===== src/rtl/mem_word_transfer_unit.sv =====
// Self-timed multi-byte load/store sequencer between a DATA_W register and a
// byte-wide data memory. Stores split a word into 2^Size bytes on consecutive
// addresses; loads reassemble them with optional sign extension.
module mem_word_transfer_unit #(
  parameter int DATA_W     = 32,
  parameter int ADDR_W     = 16,
  parameter int BIG_ENDIAN = 0,
  parameter int RD_LAT     = 1
) (
  input  logic              Clock,
  input  logic              Reset,
  input  logic              Start,
  input  logic              Write,
  input  logic [1:0]        Size,
  input  logic              SignExt,
  input  logic [ADDR_W-1:0] BaseAddr,
  input  logic [DATA_W-1:0] WData,
  output logic              Busy,
  output logic              Done,
  output logic              Err,
  output logic [DATA_W-1:0] RData,
  output logic [ADDR_W-1:0] Mem_Addr,
  output logic [7:0]        Mem_WData,
  input  logic [7:0]        Mem_RData,
  output logic              Mem_En,
  output logic              Mem_WR
);
  localparam int unsigned NB = DATA_W / 8;

  typedef enum logic [1:0] {IDLE, XFER, DRAIN, DONE} state_e;

  state_e state_q, state_d;

  logic              write_q,   write_d;
  logic              sext_q,    sext_d;
  logic              err_q,     err_d;
  logic [3:0]        n_q,       n_d;
  logic [2:0]        idx_q,     idx_d;
  logic [2:0]        cap_idx_q, cap_idx_d;
  logic [DATA_W-1:0] wdata_q,   wdata_d;
  logic [DATA_W-1:0] acc_q,     acc_d;
  logic [DATA_W-1:0] rdata_q,   rdata_d;
  logic [ADDR_W-1:0] addr_q,    addr_d;
  logic [7:0]        wbyte_q,   wbyte_d;
  logic [RD_LAT-1:0] pipe_q,    pipe_d;

  logic       accept;
  logic       err_new;
  logic [3:0] n_new;
  logic       last_issue;
  logic       capture;
  logic       last_capture;

  // Word byte lane occupied by transfer byte i of an n-byte field.
  function automatic logic [3:0] byte_pos(input logic [3:0] n, input logic [2:0] i);
    if (BIG_ENDIAN != 0) byte_pos = n - 4'd1 - {1'b0, i};
    else                 byte_pos = {1'b0, i};
  endfunction

  function automatic logic [7:0] get_byte(input logic [DATA_W-1:0] w, input logic [3:0] pos);
    get_byte = '0;
    for (int unsigned b = 0; b < NB; b++)
      if (4'(b) == pos) get_byte = w[8*b +: 8];
  endfunction

  function automatic logic [DATA_W-1:0] put_byte(input logic [DATA_W-1:0] w,
                                                 input logic [3:0] pos,
                                                 input logic [7:0] v);
    put_byte = w;
    for (int unsigned b = 0; b < NB; b++)
      if (4'(b) == pos) put_byte[8*b +: 8] = v;
  endfunction

  // Fill the lanes above the n-byte field with its top bit or with zeros.
  function automatic logic [DATA_W-1:0] sign_fill(input logic [DATA_W-1:0] w,
                                                  input logic [3:0] n,
                                                  input logic sx);
    logic sign;
    sign = 1'b0;
    for (int unsigned b = 0; b < NB; b++)
      if (4'(b) == n - 4'd1) sign = w[8*b+7];
    sign_fill = w;
    for (int unsigned b = 0; b < NB; b++)
      if (4'(b) >= n) sign_fill[8*b +: 8] = {8{sx & sign}};
  endfunction

  // Request decode and byte-sequencing conditions.
  always_comb begin
    n_new        = 4'd1 << Size;
    accept       = (state_q == IDLE) && Start;
    err_new      = (32'(n_new) > NB);
    last_issue   = ({1'b0, idx_q} == n_q - 4'd1);
    capture      = pipe_q[RD_LAT-1];
    last_capture = capture && ({1'b0, cap_idx_q} == n_q - 4'd1);
  end

  // State register.
  always_ff @(posedge Clock or negedge Reset) begin
    if (!Reset) state_q <= IDLE;
    else        state_q <= state_d;
  end

  // Next-state logic.
  always_comb begin
    state_d = state_q;
    unique case (state_q)
      IDLE:    if (accept) state_d = err_new ? DONE : XFER;
      XFER:    if (last_issue) state_d = write_q ? DONE : DRAIN;
      DRAIN:   if (last_capture) state_d = DONE;
      DONE:    state_d = IDLE;
      default: state_d = IDLE;
    endcase
  end

  // Outputs decoded from state; memory address/data and result come from flops.
  always_comb begin
    Busy      = (state_q != IDLE);
    Done      = (state_q == DONE);
    Err       = (state_q == DONE) && err_q;
    Mem_En    = (state_q == XFER);
    Mem_WR    = (state_q == XFER) && write_q;
    Mem_Addr  = addr_q;
    Mem_WData = wbyte_q;
    RData     = rdata_q;
  end

  // Request latch, address/store-byte stepping and pipelined load capture.
  // pipe_q tracks in-flight read issues so each returning byte lands in order;
  // the final capture feeds RData directly so the result is visible in DONE.
  always_comb begin
    write_d   = write_q;
    sext_d    = sext_q;
    err_d     = err_q;
    n_d       = n_q;
    idx_d     = idx_q;
    cap_idx_d = cap_idx_q;
    wdata_d   = wdata_q;
    acc_d     = acc_q;
    rdata_d   = rdata_q;
    addr_d    = addr_q;
    wbyte_d   = wbyte_q;
    pipe_d    = pipe_q << 1;
    pipe_d[0] = (state_q == XFER) && !write_q;

    if (accept) begin
      write_d   = Write;
      sext_d    = SignExt;
      n_d       = n_new;
      err_d     = err_new;
      wdata_d   = WData;
      idx_d     = '0;
      cap_idx_d = '0;
      acc_d     = '0;
      if (!err_new) begin
        addr_d = BaseAddr;
        if (Write) wbyte_d = get_byte(WData, byte_pos(n_new, 3'd0));
      end
    end

    if ((state_q == XFER) && !last_issue) begin
      idx_d  = idx_q + 3'd1;
      addr_d = addr_q + ADDR_W'(1);
      if (write_q) wbyte_d = get_byte(wdata_q, byte_pos(n_q, idx_q + 3'd1));
    end

    if (capture) begin
      acc_d     = put_byte(acc_q, byte_pos(n_q, cap_idx_q), Mem_RData);
      cap_idx_d = cap_idx_q + 3'd1;
      if (last_capture) rdata_d = sign_fill(acc_d, n_q, sext_q);
    end
  end

  // Datapath registers.
  always_ff @(posedge Clock or negedge Reset) begin
    if (!Reset) begin
      write_q   <= 1'b0;
      sext_q    <= 1'b0;
      err_q     <= 1'b0;
      n_q       <= '0;
      idx_q     <= '0;
      cap_idx_q <= '0;
      wdata_q   <= '0;
      acc_q     <= '0;
      rdata_q   <= '0;
      addr_q    <= '0;
      wbyte_q   <= '0;
      pipe_q    <= '0;
    end else begin
      write_q   <= write_d;
      sext_q    <= sext_d;
      err_q     <= err_d;
      n_q       <= n_d;
      idx_q     <= idx_d;
      cap_idx_q <= cap_idx_d;
      wdata_q   <= wdata_d;
      acc_q     <= acc_d;
      rdata_q   <= rdata_d;
      addr_q    <= addr_d;
      wbyte_q   <= wbyte_d;
      pipe_q    <= pipe_d;
    end
  end

endmodule

===== config.mk =====
export PLATFORM = sky130hd
export DESIGN_NAME = mem_word_transfer_unit
export DESIGN_NICKNAME = d
export VERILOG_FILES = /design/src/rtl/mem_word_transfer_unit.sv
export SDC_FILE = /design/constraint.sdc
export NUM_CORES = 1
export LEC_CHECK = 0
export CAP_MARGIN = 20
export CORE_MARGIN = 1.5
export CORE_UTILIZATION = 50
export DETAILED_ROUTE_END_ITERATION = 10
export GPL_TIMING_DRIVEN = 0
export PLACE_DENSITY = 0.76
export SKIP_CTS_REPAIR_TIMING = 1
export SYNTH_ARGS = -nofsm -noshare
export SYNTH_HDL_FRONTEND = slang
export SYNTH_SLANG_ARGS = --single-unit

===== constraint.sdc =====
create_clock -name Clock -period 4.4 [get_ports Clock]
set_clock_uncertainty 0.05 [all_clocks]
set_input_delay 1.1 -clock Clock [delete_from_list [all_inputs] [get_ports Clock]]
set_output_delay 1.1 -clock Clock [all_outputs]
set_load 0.05 [all_outputs]

==> summary.md, run 1 <==
- **result of the run** finished, final reports clean
- **# rows** 42
- **routed vias/inst** 5.62
- **count of port buffers added during placement** 123
- **CP max stage delay** 0.79 ns
- **Final Worst Setup Slack** 0.896 ns
- **violation count after the first detailed-routing iteration** 330
- **critical path peak fanout** 10
- **total I/O pin count** 124
- **async set-or-reset flop fraction in the synthesized netlist** 100%
- **weighted congestion reported at the end of routability-driven placement** 0.860
- **layout cell share with drive strength beyond 1** 11.9%
- **prevailing post-synth register cell** sky130_fd_sc_hd__dfrtp_1
- **1st-pass router iterations** 5
- **Clock Sinks** 135
- **Area Growth Syn to Fin** 30.1%
- **count of synthesis-stage warnings from yosys** 0
- **Slowest cell on crit path** sky130_fd_sc_hd__clkdlybuf4s50_1
- **area share of the leading cell type in the synthesized netlist** 48.5%
- **Worst Tran Pin Value** 1.02 ns
- **data arrival at the endpoint of the critical path** 2.35 ns
- **initial core utilization** 52.0%
- **most frequent cells in the layout** 135 x sky130_fd_sc_hd__dfrtp_1, 122 x sky130_fd_sc_hd__clkdlybuf4s50_1, 92 x sky130_fd_sc_hd__nand2_1, 53 x sky130_fd_sc_hd__mux2i_1, 44 x sky130_fd_sc_hd__mux2_2
- **leakage dissipation** 4.33 nW
- **Cell variety after synth** 48
- **category of the worst setup path launch point** flop
- **number of clock buffers inserted by TritonCTS** 17
- **average wire length per cell after detail routing** 17.3 µm
- **maximum resistive drop on vdd** 226 µV
- **maximum frequency from static timing analysis** 285 MHz
- **part of the total power dissipated in the clock network** 51.6%
- **switching power share of the total** 22.7%
- **internal power consumption** 0.00223 W
- **Filler cells** 1039
- **via count of the first global-routing pass** 5819
- **half-perimeter wire length of the detailed placement result** 12500 µm
- **nets@finish** 907
- **number of max-slew violations in the final report** 0
- **placed instance count** 978
- **cell area after synthesis** 6970 µm²
- **largest cells by area after synthesis** sky130_fd_sc_hd__dfrtp_1 48%, sky130_fd_sc_hd__mux2i_1 7.6%, sky130_fd_sc_hd__mux2_2 7.1%, sky130_fd_sc_hd__nand2_1 5.0%, sky130_fd_sc_hd__ha_1 4.1%
- **kind of path behind the tightest hold check** flop to flop
- **Congestion Overflow GR** 0
- **Cell Chain, Critical Path** clkbuf_1, and2_1, clkdlybuf4s50_1
- **Cell Pwr Density** 318 nW/µm²
- **placed instance area** 8450 µm²
- **portion of the post-synthesis area used by sequential elements** 48.5%
- **buffers and inverters on the worst path** 2
- **clock root buffer master** sky130_fd_sc_hd__clkbuf_16
- **clock network latency to the later pin of the worst-skew pair** 0.42 ns
- **number of antenna violations at the first check in global routing** 0
- **cell type with the largest total area after synthesis** sky130_fd_sc_hd__dfrtp_1
- **area enclosed by the die boundary** 14700 µm²
- **count of mapped cells out of synthesis** 678
- **minimum setup slack after placement** 1.02 ns
- **Worst setup EP type** output pin
- **count of maximum capacitance violations** 0
- **sequential group share of total power** 43.9%
- **Total Routed Length** 17500 µm
- **number of cells in the finished layout apart from fillers** 1010
- **RSZ-0062 raised after global routing** no
- **DR DRC count** 0
- **time the final worst path needs with I/O delays and setup** 3.50 ns
- **Slew HR** 31.6%
- **clock tree from TritonCTS** yes
- **clock slew at reported path FFs** 0.06 ns
- **x dimension of the die** 121 µm
- **most common library cell in the layout ignoring fill and taps** sky130_fd_sc_hd__dfrtp_1
- **worst path required time** 3.25 ns
- **remaining antenna violation count after routing** 0
- **maximum level of the CTS H-tree** 4
- **category of cells accounting for the largest share of critical-path delay** buffers and inverters
- **global-route total usage across every layer** 25.3%
- **wire length of the first global-routing pass** 28700 µm
- **total nets after synthesis** 764
- **register bit count reported by yosys** 135
- **core region area** 13400 µm²
- **Final Instance Area** 9060 µm²
- **Comb pwr share** 4.5%
- **ant diodes** 0
- **Synth Area per Inst** 10.3 µm²
- **sw power** 0.000653 W
- **deepest clock path buffer count** 2
- **count of flip-flops with a built-in enable after synthesis** 0
- **final hold violation count** 0
- **crit share post-route** 79.6%
- **worst hold slack across all endpoints** 0.410 ns
- **Worst Setup Path Type** flop to output pin
- **overall die height** 121 µm
- **via count** 5672
- **Final setup viols** 0
- **maximum number of pins on one net before global-route repair** 74
cells by family (layout without fill, tap and decap cells):
group                      Yosys count  in the layout  synth area share, %
DFF                                135            135                 48.5
buffers and inverters               64            220                 4.11
muxes                               98             98                 14.9
AOI/OAI and AO/OA                  151            151                 14.6
xor gates and xnor gates             9              9                 1.33
adders and majority gates           23             23                 4.13
and+or+nand+nor                    198            198                 12.4
cells in the mapped netlist (3+ instances only):
cell type                  instances
sky130_fd_sc_hd__mux2_2           44
sky130_fd_sc_hd__nor3_1            6
sky130_fd_sc_hd__and3_1            4
sky130_fd_sc_hd__xor2_1            6
sky130_fd_sc_hd__a21oi_1          34
sky130_fd_sc_hd__a31oi_1           3
sky130_fd_sc_hd__o21ai_0          34
sky130_fd_sc_hd__nor2_1           43
sky130_fd_sc_hd__and2_1            3
sky130_fd_sc_hd__o21a_1           30
sky130_fd_sc_hd__ha_1             23
sky130_fd_sc_hd__nand2b_1          7
sky130_fd_sc_hd__o211ai_1         17
sky130_fd_sc_hd__mux2i_1          53
sky130_fd_sc_hd__nand2_1          92
sky130_fd_sc_hd__o22a_1            8
sky130_fd_sc_hd__nand4_1           3
sky130_fd_sc_hd__buf_2            10
sky130_fd_sc_hd__buf_6             4
sky130_fd_sc_hd__a221o_1           4
sky130_fd_sc_hd__clkbuf_1         25
sky130_fd_sc_hd__nor2b_1           5
sky130_fd_sc_hd__nand3_1          29
sky130_fd_sc_hd__inv_1            22
sky130_fd_sc_hd__dfrtp_1         135
registers in the layout, summed over array words and instances, names as in the netlist, 2 cells and up:
| signal | count |
|---|---|
| acc_q | 32 |
| RData | 32 |
| wdata_q | 32 |
| cap_idx_q | 3 |
| state_q | 2 |
| n_q | 3 |
| idx_q | 3 |
| Mem_WData | 8 |
| Mem_Addr | 16 |
final cells by class:
class                   instances  area (µm²)  area share (%)
flip-flops and latches        135        3380            37.3
multi-input cells             479        3300            36.4
repair buffers                124        1260            13.9
clock buffers                  17         425            4.69
well taps                     176         220            2.43
plain buffers                  42         204            2.25
clock inverters                15         190            2.10
inverters                      22        82.6           0.911
routing by layer:
metal,GRT usage (%),vias to the layer above,part of all wire (%)
li1,-,2672,-
met1,31.8,2773,42
met2,42.7,195,49
met3,5.12,32,5.7
met4,10.7,0,2.5
met5,0,-,0
power by group through the flow:
stage / clock network, W / logic [W] / registers, W
2_1_floorplan: 0 / 0.0000298 / 0.00129
3_3_place_gp: 0 / 0.000123 / 0.00129
3_5_place_dp: 0 / 0.000130 / 0.00129
4_1_cts: 0.00150 / 0.000132 / 0.00126
5_1_grt: 0.00156 / 0.000143 / 0.00127
6_report: 0.00149 / 0.000130 / 0.00126
path summary, 6_finish.rpt:
path,from,endpoint,slack (ns),depth (start not counted)
setup / recovery,err_q$_DFFE_PN0P_,Err,0.90,3
hold / removal,write_q$_DFFE_PN0P_,capture$_DFF_PN0_,0.41,1
setup reg to reg,n_q[0]$_DFFE_PN0P_,Mem_WData[5]$_DFF_PN0_,1.51,10
hold reg to reg,write_q$_DFFE_PN0P_,capture$_DFF_PN0_,0.41,1
max in group asynchronous,Reset,wdata_q[5]$_DFFE_PN0P_,2.93,2
min in group asynchronous,Reset,acc_q[10]$_DFFE_PN0P_,0.61,1
through the flow:
step | setup TNS, ns | power (W) | util, %
global route | 0 | 0.00296 | 67.6
finish | 0 | 0.00288 | 67.6
floorplan | 0 | 0.00131 | -
global placement | -402.72 | 0.00141 | 62.8
detailed placement | 0 | 0.00142 | 63.0
CTS | 0 | 0.00290 | 67.6
Power figures use the tool's default switching activity.
==> run 2: changes to the inputs <==
==> constraint.sdc (replaced) <==
create_clock -name Clock -period 3.46 [get_ports Clock]
set_clock_uncertainty 0.05 [all_clocks]
set_input_delay 0.865 -clock Clock [delete_from_list [all_inputs] [get_ports Clock]]
set_output_delay 0.865 -clock Clock [all_outputs]
set_load 0.05 [all_outputs]
==> results of run 2 <==
The final DEF is identical to that of run 1. Status: finished, final reports clean.
Main changes from that run: setup slack after placement 1.02 ns -> 0.314 ns; setup slack after layout 0.896 ns -> 0.191 ns; hold slack 0.410 ns -> 0.370 ns; register-to-register setup slack 1.51 ns -> 0.57 ns; total power 0.00288 W -> 0.00366 W; worst IR drop on VDD 226 µV -> 288 µV
